**src/rtl/uart_tx_fifo.sv**
```systemverilog
// Buffered 8N1 UART transmitter: a small circular FIFO fed by a write strobe,
// drained LSB-first onto tx at CLOCK_FREQ_HZ / BAUD_RATE clocks per bit.
//
// Handshake: wr_en has no ready. A byte is taken on any rising edge where
// wr_en = 1 and full = 0. If full = 1, the byte is dropped and the sticky
// overflow flag is set. The FSM pops the FIFO internally whenever empty = 0,
// either while idle or on the last stop-bit cycle.
module uart_tx_fifo #(
  parameter int CLOCK_FREQ_HZ = 40000000,
  parameter int BAUD_RATE     = 4000000,
  parameter int FIFO_DEPTH    = 16
) (
  input  logic                        clk,
  input  logic                        rst,
  input  logic                        wr_en,
  input  logic [7:0]                  wr_data,
  output logic                        full,
  output logic                        empty,
  output logic [$clog2(FIFO_DEPTH):0] count,
  output logic                        busy,
  output logic                        overflow,
  output logic                        tx,
  output logic [1:0]                  state_dbg
);

  localparam int CLKS_PER_BIT = CLOCK_FREQ_HZ / BAUD_RATE;
  localparam int AW = $clog2(FIFO_DEPTH);
  localparam int CW = AW + 1;
  localparam int BW = (CLKS_PER_BIT > 1) ? $clog2(CLKS_PER_BIT) : 1;
  localparam logic [BW-1:0] BAUD_LAST = BW'(CLKS_PER_BIT - 1);
  localparam logic [CW-1:0] DEPTH_C   = CW'(FIFO_DEPTH);

  // Reject parameter sets the baud counter or pointer wrap cannot support
  generate
    if (CLKS_PER_BIT < 2) begin : g_bad_baud
      $error("uart_tx_fifo: CLOCK_FREQ_HZ / BAUD_RATE must be at least 2");
    end
    if ((FIFO_DEPTH < 2) || ((FIFO_DEPTH & (FIFO_DEPTH - 1)) != 0)) begin : g_bad_depth
      $error("uart_tx_fifo: FIFO_DEPTH must be a power of two and at least 2");
    end
  endgenerate

  typedef enum logic [1:0] {
    S_IDLE  = 2'd0,
    S_START = 2'd1,
    S_DATA  = 2'd2,
    S_STOP  = 2'd3
  } state_t;

  state_t          state_q, state_d;
  logic [BW-1:0]   baud_q, baud_d;
  logic [2:0]      bit_q, bit_d;
  logic [7:0]      shift_q, shift_d;
  logic            tx_q, tx_d;
  logic [AW-1:0]   wr_ptr_q, wr_ptr_d;
  logic [AW-1:0]   rd_ptr_q, rd_ptr_d;
  logic [CW-1:0]   count_q, count_d;
  logic            full_q, full_d;
  logic            empty_q, empty_d;
  logic            overflow_q, overflow_d;
  logic [7:0]      mem_q [FIFO_DEPTH];
  logic            wr_acc;
  logic            pop;
  logic            baud_last;

  assign wr_acc    = wr_en && !full_q;
  assign baud_last = (baud_q == BAUD_LAST);

  // FIFO bookkeeping: pointers, occupancy and flags for the next cycle
  always_comb begin
    wr_ptr_d   = wr_ptr_q;
    rd_ptr_d   = rd_ptr_q;
    count_d    = count_q;
    overflow_d = overflow_q | (wr_en & full_q);
    if (wr_acc) wr_ptr_d = wr_ptr_q + AW'(1);
    if (pop)    rd_ptr_d = rd_ptr_q + AW'(1);
    if (wr_acc && !pop)      count_d = count_q + CW'(1);
    else if (!wr_acc && pop) count_d = count_q - CW'(1);
    full_d  = (count_d == DEPTH_C);
    empty_d = (count_d == '0);
  end

  // Frame sequencer: next state, baud/bit counters, shift register and pop
  always_comb begin
    state_d = state_q;
    baud_d  = baud_q;
    bit_d   = bit_q;
    shift_d = shift_q;
    pop     = 1'b0;
    case (state_q)
      S_IDLE: begin
        baud_d = '0;
        if (!empty_q) begin
          pop     = 1'b1;
          shift_d = mem_q[rd_ptr_q];
          bit_d   = '0;
          state_d = S_START;
        end
      end
      S_START: begin
        if (baud_last) begin
          baud_d  = '0;
          state_d = S_DATA;
        end else begin
          baud_d = baud_q + BW'(1);
        end
      end
      S_DATA: begin
        if (baud_last) begin
          baud_d  = '0;
          shift_d = {1'b0, shift_q[7:1]};
          bit_d   = bit_q + 3'd1;
          if (bit_q == 3'd7) state_d = S_STOP;
        end else begin
          baud_d = baud_q + BW'(1);
        end
      end
      S_STOP: begin
        if (baud_last) begin
          baud_d = '0;
          if (!empty_q) begin
            // Back-to-back: next start bit follows the stop bit directly
            pop     = 1'b1;
            shift_d = mem_q[rd_ptr_q];
            bit_d   = '0;
            state_d = S_START;
          end else begin
            state_d = S_IDLE;
          end
        end else begin
          baud_d = baud_q + BW'(1);
        end
      end
      default: state_d = S_IDLE;
    endcase
  end

  // Line level for the coming cycle, decoded from the next state so tx is a flop
  always_comb begin
    tx_d = 1'b1;
    case (state_d)
      S_START: tx_d = 1'b0;
      S_DATA:  tx_d = shift_d[0];
      default: tx_d = 1'b1;
    endcase
  end

  // Control and status registers; reset discards FIFO contents and idles the line
  always_ff @(posedge clk or posedge rst) begin
    if (rst) begin
      state_q    <= S_IDLE;
      baud_q     <= '0;
      bit_q      <= '0;
      shift_q    <= '0;
      tx_q       <= 1'b1;
      wr_ptr_q   <= '0;
      rd_ptr_q   <= '0;
      count_q    <= '0;
      full_q     <= 1'b0;
      empty_q    <= 1'b1;
      overflow_q <= 1'b0;
    end else begin
      state_q    <= state_d;
      baud_q     <= baud_d;
      bit_q      <= bit_d;
      shift_q    <= shift_d;
      tx_q       <= tx_d;
      wr_ptr_q   <= wr_ptr_d;
      rd_ptr_q   <= rd_ptr_d;
      count_q    <= count_d;
      full_q     <= full_d;
      empty_q    <= empty_d;
      overflow_q <= overflow_d;
    end
  end

  // FIFO storage; contents need no reset because the pointers define validity
  always_ff @(posedge clk) begin
    if (wr_acc) mem_q[wr_ptr_q] <= wr_data;
  end

  assign full      = full_q;
  assign empty     = empty_q;
  assign count     = count_q;
  assign overflow  = overflow_q;
  assign tx        = tx_q;
  assign busy      = (state_q != S_IDLE) || !empty_q;
  assign state_dbg = state_q;

endmodule

```
**config.mk**
```make
export PLATFORM = sky130hd
export DESIGN_NAME = uart_tx_fifo
export DESIGN_NICKNAME = d
export VERILOG_FILES = /design/src/rtl/uart_tx_fifo.sv
export SDC_FILE = /design/constraint.sdc
export NUM_CORES = 1
export LEC_CHECK = 0
export ABC_AREA = 1
export CORE_UTILIZATION = 65
export DETAILED_ROUTE_END_ITERATION = 16
export GPL_ROUTABILITY_DRIVEN = 0
export PLACE_DENSITY_LB_ADDON = 0.25
export SETUP_SLACK_MARGIN = 0.2
export SLEW_MARGIN = 0
export SYNTH_ARGS = -nofsm -noshare
export SYNTH_HDL_FRONTEND = slang
export SYNTH_SLANG_ARGS = --single-unit
```
**constraint.sdc**
```tcl
create_clock -name clk -period 2.6 [get_ports clk]
set_input_delay 0.39 -clock clk [delete_from_list [all_inputs] [get_ports clk]]
set_output_delay 0.39 -clock clk [all_outputs]
set_load 0.01 [all_outputs]
```
* Yosys cells after proc, flatten, opt, wreduce, memory -nomap -nowiden *
Memory sizes are Yosys's and may differ from the RTL's.
Index checks and enable logic that the tools add are counted.

cells by class
  $add $sub $neg = 6
  equal/unequal tests = 10
  multiplexer cells = 25
  bitwise gates (word level) = 2
  reduce and logical (&&, ||, !) cells = 14

operators by type and width
  cell                                                  number
  2-to-1 mux 8 bit                                      3
  case mux 8 bit (3 select lines)                       1
  adder 4 x 1 -> 4 bit (second input constant)          3
  2-to-1 mux 2 bit                                      5
  2-to-1 mux 5 bit                                      2
  2-to-1 mux 3 bit                                      3
  case mux 3 bit (3 select lines)                       1
  case mux 2 bit (4 select lines)                       1
  case mux 4 bit (2 select lines)                       1
  equality test 2 bit (second input constant)           3
  adder 5 x 1 -> 5 bit (second input constant)          1
  equality test 5 bit (second input constant)           1
  logical NOT 5 bit                                     1
  2-to-1 mux 1 bit                                      5
  subtractor 5 x 1 -> 5 bit (second input constant)     1
  equality test 2 x 1 -> 1 bit (second input constant)  2
  equality test 4 bit (second input constant)           1
  logical NOT 1 bit                                     4
  2-to-1 mux 4 bit                                      1
  inequality test 2 bit (second input constant)         2
  case mux 1 bit (2 select lines)                       2
  adder 3 x 1 -> 3 bit (second input constant)          1
  equality test 3 bit (second input constant)           1
  logical AND 1 bit                                     3
  8 further kinds                                       8

word-level totals
  flip-flop bits (word level) = 34
  memory bits (writable) = 128
  output and inout port bits = 12
  word-level logic and storage cells = 70
  memories kept = 1

memory list
  name   words  width  read ports  clocked after Yosys merged registers in  wr ports  line  text
  mem_q  16     8      1           0                                        1         61    logic [7:0] mem_q [FIFO_DEPTH];

* Depth between registers and ports, before layout *
Gate-level depths: netlist of run 1.

  depth in word-level cells = 7
  gate-level depth with buffers = 12
  depth with buffers taken out = 12

* Worst setup path before layout of run 1 *
Ideal clock, no wire load.

  kind = flip-flop to flip-flop
  from = register full_q (netlist: full)
  to = memory mem_q[11][0] (enable)
  library setup time = 0.370 ns
  arrival = 1.339 ns
  setup slack = 0.890 ns
  stages on the path, launching flop included = 6
  period minus slack after synthesis = 1.710 ns
  cell sequence = dfrtp_1 -> inv_1 -> nand2_1 -> bufinv_8 -> nand2_1 -> nor2_1

between the ends
  cells in the longest elaborated chain, start to end = 4

ends and longest elaborated chain
  what                                    line  text
  start: declaration                      58    logic full_q, full_d;
  start signal: assignment                171   full_q <= full_d;
  logical NOT 1 bit                       66    assign wr_acc = wr_en && !full_q;
  logical AND 1 bit                       66
  2-to-1 mux 1 bit                        179   if (wr_acc) mem_q[wr_ptr_q] <= wr_data;
  2-to-1 mux 1 bit (implied by the code)  179
  end: declaration                        61

Every way passes these cells.

* Worst setup path in the final report of run 1 *
  from = register state_q[1] (netlist: state_dbg[1])
  to = output port busy

between the ends
  cells in the longest elaborated chain, start to end = 2

ends and longest elaborated chain
  what                      line  text
  start: declaration        50    state_t state_q, state_d;
  start signal: assignment  163   state_q <= state_d;
  nonzero test 2 bit        187   assign busy = (state_q != S_IDLE) || !empty_q;
  logical OR 1 bit          187
  end: declaration          20    output logic busy,

Every way passes these cells.

==> impl_results.md, run 1 <==
* Largest net degree at the start of global routing at 37
* Metal3 WL at roughly 1200 um
* CP arrival at around 1.9 ns
* Final HPWL DP at 9979 um
* Vias per cell at 5.983
* Clock sink count at roughly 160
* CP startpoint kind: register
* Max_cap viols at 0
* Most used DFF post-synth: edfxtp_1
* Worst slew pin tran at ~0.75 ns
* Vias in the first global route at just under 5000
* Worst endpoint required time at 2.21 ns
* Nets@finish at around 700
* Dpl cell area at approximately 0.0077 mm2
* TritonRoute pass-1 iters at 5
* Status: completed
* Skew-Pair Late Insertion Delay at roughly 0.54 ns
* FF-to-FF Start: state_dbg[1]
* Share of layout cells above drive strength 1 at around 14%
* Initial Util at approximately 67%
* DRC at 0
* Clock transition at the registers of the reported paths at around 0.070 ns
* Routed wl met2 at between 7000 and 8000 um
* Number of synthesized register bits at roughly 160
* Internal Power at around 4.8 mW
* Final ANT Viol Nets at 0
* Period utilisation layout at approximately 88%
* PortBufs at 22
* Sw Share at 26.02%
* Hold_buf cts at 0
* Post-synthesis area per instance at ~11 um2
* Number of flops mapped to enable cells by yosys at around 130
* Hold Fails Final Rpt at 0
* Sequential cell area fraction in the yosys report at 64.58%
* Number of diodes at 0
* # setup viols final at 0
* Switching pwr at around 1.7 mW
* Final Max Slew Viols at 0
* Initial antenna violation count at 1
* Yosys Warn Count at 0
* Die Width at between 100 and 150 um
* DIE HEIGHT at approximately 110 um
* Post-CTS Setup Bufs at 0
* Power per cell area at 778.8 mW/mm2
* Worst-path fanout max at 6
* Async SR Flop Fraction at a little over a fifth
* Cts bufs inserted at 17
* Final Total Pwr at roughly 6.4 mW
* Synth Area in XOR/XNOR at 1.565%
* LEAKAGE at approximately 3.1 nW
* RSZ-0062 raised after global routing: false
* Commonest non-fill, non-tap cell in the layout: edfxtp_1
* TritonCTS clock tree: yes
* Peak VDD IR at around 650 uV
* Normalized max-slew margin at about half
* Reg power frac at approximately 50%
* Max layer used: met4
* Drt first-iter violations at 545
* Max Fclk at between 400 and 500 MHz
* R2R Setup Slk at between 0.6 and 0.7 ns
* Post-route cell area at a little over 0.008 mm2
* Simple-Gate Fraction of Synth Area at 18.27%
* Combinational power share at a little over an eighth
* Clock network fraction of total power at between 30% and 40%
* Clock skew at 0.008024 ns
* Overall routed net length at between 15000 and 20000 um
* Reg2reg end: full
* Gates resized, CTS repair at 0
* Minimum clock period at between 2 and 2.5 ns
* Post-Synthesis Cell Area at ~0.0073 mm2
* Vias post-DR at 4960
* Row cnt at 38
* Max H-tree Level at 4
* Area of the die at around 0.012 mm2
* First-pass GRT wire length at ~25000 um
* Largest family of logic cells by synthesized area: simple AND/OR/NAND/NOR gates
* Post-Synth Adder-Cell Area at 2.752%
* Compound-cell area share of the yosys netlist at approximately 8.7%
* Cells after Synth at around 640
* Crit path kind: register to output pin
* Hold Path Class: input pin to async pin
* Max Buffers Root-to-Sink at 2
* Cells on worst reg2reg path at 9
* IO Pins at 23
* WL/cell at 18.92 um
* Syn_nets at about 670
* Unique masters post-synth at 38
* Synth-to-Final Area Change at 13.85%
* Fin Setup TNS at 0 ns
* GRT Util Overall at slightly below 30%
* Post-synthesis mux area share at 0%
* Met1 Routed Length at a little over 6000 um
* Root buffer cell: clkbuf_8
* Total grt overflow at 0
* Critical Path End Type: output pin
* Most frequent cells in the layout: edfxtp_1 (128), nand2_1 (96), nor2_1 (90), nand3_1 (52), o211ai_1 (40)
* Core area at around 0.011 mm2
[worst max path at each step]
stage | from | cells after the start | end | slack, ns
3_3_place_gp | wr_en | 5 | mem_q[4][3] | 0.33
3_5_place_dp | wr_en | 5 | mem_q[4][3] | 0.25
6_report | state_dbg[1] | 4 | busy | 0.30
4_1_cts | state_dbg[1] | 4 | busy | 0.29
2_1_floorplan | full | 5 | mem_q[11][0] | 0.89
5_1_grt | state_dbg[1] | 4 | busy | 0.21
[cell families after synthesis]
| kind of cell | after synthesis |
|---|---|
| flip-flops | 162 |
| XOR/XNOR | 13 |
| AO/OA/AOI/OAI | 97 |
| AND/OR/NAND/NOR | 282 |
| buffers and inverters | 68 |
| adder cells (fa/ha/maj) | 16 |
[power groups by stage]
stage / Combinational (mW) / Sequential (mW) / Clock [mW]
2_1_floorplan: 0.514 / 3.24 / 0
6_report: 0.851 / 3.23 / 2.37
4_1_cts: 0.849 / 3.22 / 2.38
3_5_place_dp: 0.837 / 3.27 / 0
5_1_grt: 0.935 / 3.25 / 2.50
3_3_place_gp: 0.798 / 3.26 / 0
[worst max-delay path: stages (launching register included)]
cell and delay [ns]:
dfrtp_1 0.42, inv_1 0.14, ha_1 0.22, nand2_1 0.06, clkdlybuf4s50_1 0.53
[metal layers]
metal	GRT usage [%]	vias up
li1	-	2309
met1	37.62	2405
met2	47.94	202
met3	7.082	44
met4	14.87	0
met5	0	-
[through the flow]
stage	utilization, %	hold slack (ns)	setup slack [ns]	cells
6_report	76.05	0.2647	0.3043	829
4_1_cts	76.05	0.2739	0.2883	829
5_1_grt	76.05	0.3330	0.2086	829
2_1_floorplan	-	0.4488	0.8903	638
3_3_place_gp	70.94	0.4415	0.3304	797
3_5_place_dp	70.94	0.4476	0.2546	797
[cells in the mapped netlist (2+ instances only)]
cell / n / share of area (%)
a21oi_1: 5 / 0.34
a21oi_2: 3 / 0.36
a31oi_1: 2 / 0.17
a32oi_1: 5 / 0.60
buf_2: 11 / 0.76
buf_4: 5 / 0.52
clkbuf_1: 9 / 0.46
dfrtp_1: 32 / 11
dfstp_2: 2 / 0.72
edfxtp_1: 128 / 53
ha_1: 16 / 2.8
inv_1: 37 / 1.9
inv_2: 3 / 0.15
nand2_1: 96 / 5.0
nand2_2: 6 / 0.52
nand2_8: 3 / 0.83
nand3_1: 52 / 3.6
nand4_1: 5 / 0.43
nor2_1: 90 / 4.6
nor2_4: 3 / 0.46
nor3_1: 2 / 0.14
o211ai_1: 40 / 4.1
o21ai_0: 36 / 2.5
o21ai_1: 2 / 0.14
o21ai_2: 2 / 0.24
or2_2: 20 / 1.7
xnor2_1: 2 / 0.24
xor2_1: 11 / 1.3
[cell type report]
class / instances / area (um2)
clock buffers: 21 / 429.2
clock inverters: 11 / 127.6
fillers: 649 / 2608
inverters: 42 / 171.4
multi-input cells: 408 / 2273
flip-flops and latches: 162 / 4698
well taps: 140 / 175.2
repair buffers: 45 / 405.4
[flip-flops by register name, summed over array words and instances (netlist names)]
name / flops
mem_q: 128
shift_q: 8
count: 5
baud_q: 4
rd_ptr_q: 4
wr_ptr_q: 4
bit_q: 3
state_dbg: 2
empty: 1
full: 1
overflow: 1
tx: 1
Note: power is estimated with default switching activity, not from simulation.
==> run 2, diff against run 1 <==
Settings changed: CORE_UTILIZATION 65 to 55, MAX_ROUTING_LAYER from default to met4.
Clock period 2.6 ns to 2 ns, I/O delays scaled along.
==> run 2 against run 1 <==
Core utilization decreased by 5.7 points. Largest power group unchanged. Wire length grew 14%. Clock power up 36%. Largest cell class unchanged. Sequential power increased by 30%. Register-to-register slack got worse by 0.43 ns. Non-clock buffer count up 43. Sequential share of layout area shrank 4.4 points.
==> impl_results.md, run 2 (same netlist as run 1, synthesis figures left out) <==
* Status: completed
* Vias post-DR at 5170
* Cts bufs inserted at 17
* Peak VDD IR at about 810 uV
* IO Pins at 23
* DRC at 0
* LEAKAGE at roughly 3.5 nW
* Clock sink count at roughly 160
* Power per cell area at ~960 mW/mm2
* Initial antenna violation count at 0
* Crit path kind: register to register
* Worst endpoint required time at between 2 and 2.5 ns
* Period utilisation layout at roughly nine tenths
* First-pass GRT wire length at 26960 um
* Initial Util at roughly 57%
* Hold Path Class: input pin to async pin
* Skew-Pair Late Insertion Delay at 0.43 ns
* Die Width at ~120 um
* Final core occ at 70.32%
* Core area at 0.01277 mm2
* Cells on worst reg2reg path at 11
* Drt first-iter violations at about 460
* Clock transition at the registers of the reported paths at roughly 0.070 ns
* Share of layout cells above drive strength 1 at between 20% and 30%
* Root buffer cell: clkbuf_16
* Synth-to-Final Area Change at 23.50%
* Final Total Pwr at between 8 and 9 mW
* Fin Setup TNS at 0 ns
* Most frequent cells in the layout: edfxtp_1 (128), nand2_1 (94), nor2_1 (88), buf_4 (52), nand3_1 (41)
* # setup viols final at 0
* Vias per cell at between 5 and 6
* Max H-tree Level at 4
* Final HPWL DP at 10780 um
* Area of the die at 0.01369 mm2
* Largest net degree at the start of global routing at 41
* Post-route cell area at around 0.0090 mm2
* CP startpoint kind: register
* Dpl cell area at between 0.007 and 0.008 mm2
* Vias in the first global route at about 5000
* Largest register by flop count: mem_q
* Max_cap viols at 0
* TritonRoute pass-1 iters at 5
* Clock skew at 0.008844 ns
* Commonest non-fill, non-tap cell in the layout: edfxtp_1
* DIE HEIGHT at roughly 120 um
* CP arrival at between 2 and 2.5 ns
* Critical Path End Type: register
* Minimum clock period at 1.785 ns
* Total grt overflow at 0
* Nets@finish at approximately 750
* Row cnt at 41
* Normalized max-slew margin at 60.77%
* Worst slew pin tran at roughly 0.59 ns
* WL/cell at roughly 20 um
* GRT Util Overall at between 20% and 30%
* Max reg flops at approximately 130
* PortBufs at 22
* RSZ-0062 raised after global routing: true
* Max Fclk at 560.1 MHz
* TritonCTS clock tree: yes
* Number of diodes at 0
* WHS at between 0.2 and 0.25 ns
* Hold Fails Final Rpt at 0
* Final ANT Viol Nets at 0
* Worst-path fanout max at 8
* Final Max Slew Viols at 0
* Overall routed net length at about 18000 um
* Max Buffers Root-to-Sink at 2
==> run 2: cell types whose count changed in the layout (fill, tap and decap cells not counted), moves of 3 or more <==
cell | previous run | this run
inv_1 | 37 | 34
buf_12 | 1 | 5
nand3_1 | 52 | 41
nand3_2 | 0 | 11
or2_2 | 20 | 15
buf_16 | 0 | 3
ha_1 | 16 | 12
or2_4 | 0 | 5
clkbuf_16 | 16 | 20
buf_4 | 22 | 52
o21ai_0 | 36 | 31
o21ai_1 | 2 | 7
clkdlybuf4s50_1 | 22 | 18
==> run 2: per-layer routing <==
layer,vias up,track usage [%],share of wire (%)
met5,-,-,0
met4,0,12.07,2.8
met3,44,6.643,7.5
met2,237,44.69,49
met1,2493,36.48,40
li1,2396,-,-
==> run 2: power breakdown <==
part / switching [mW] / leakage, nW / internal [mW]
clock network: 1.37 / 0.272 / 1.86
registers: 0.191 / 1.56 / 4.00
logic: 0.719 / 1.62 / 0.456
==> run 2: final cells by class <==
class                           instances  area [um2]
Tap cell                              172       215.2
Clock buffer                           19       432.9
Clock inverter                         13       151.4
Timing Repair Buffer                   88       912.1
Sequential cell                       162        4701
Fill cell                             849        3791
Inverter                               42       183.9
Multi-Input combinational cell        408        2386
==> run 2: per-stage QoR <==
| stage | instances | setup slack (ns) |
|---|---|---|
| after detailed placement | 849 | 0.1056 |
| after CTS | 891 | 0.1768 |
| after floorplan | 638 | 0.2903 |
| after global placement | 849 | 0.1141 |
| final | 904 | 0.2147 |
| after global routing | 904 | 0.1099 |
==> run 2: worst max-delay path, cell delays in order, from the launching register on <==
cell	delay (ns)
dfrtp_2	0.44
buf_12	0.17
inv_12	0.06
clkbuf_16	0.16
nor2_1	0.08
nor2_1	0.04
o21ai_0	0.14
nand3_2	0.18
nand3_2	0.15
nand3_2	0.10
nand2_1	0.08
nand2_1	0.05
==> run 2: final timing paths <==
| check | endpoint | start | slack, ns |
|---|---|---|---|
| worst max-delay path | shift_q[2] | rd_ptr_q[0] | 0.21 |
| worst min-delay path | count[2] | rst | 0.22 |
| worst max register to register | shift_q[2] | rd_ptr_q[0] | 0.21 |
| worst min register to register | overflow | overflow | 0.47 |
| max in group asynchronous | tx | rst | 1.50 |
| min in group clk | mem_q[14][4] | wr_data[4] | 0.46 |
==> run 2: repair_timing <==
action	CTS	global route
gates cloned	3	3
pin swaps	2	26
hold buffers	0	0
setup endpoints to repair	8	14
buffers inserted	7	10
gates resized for setup	12	46
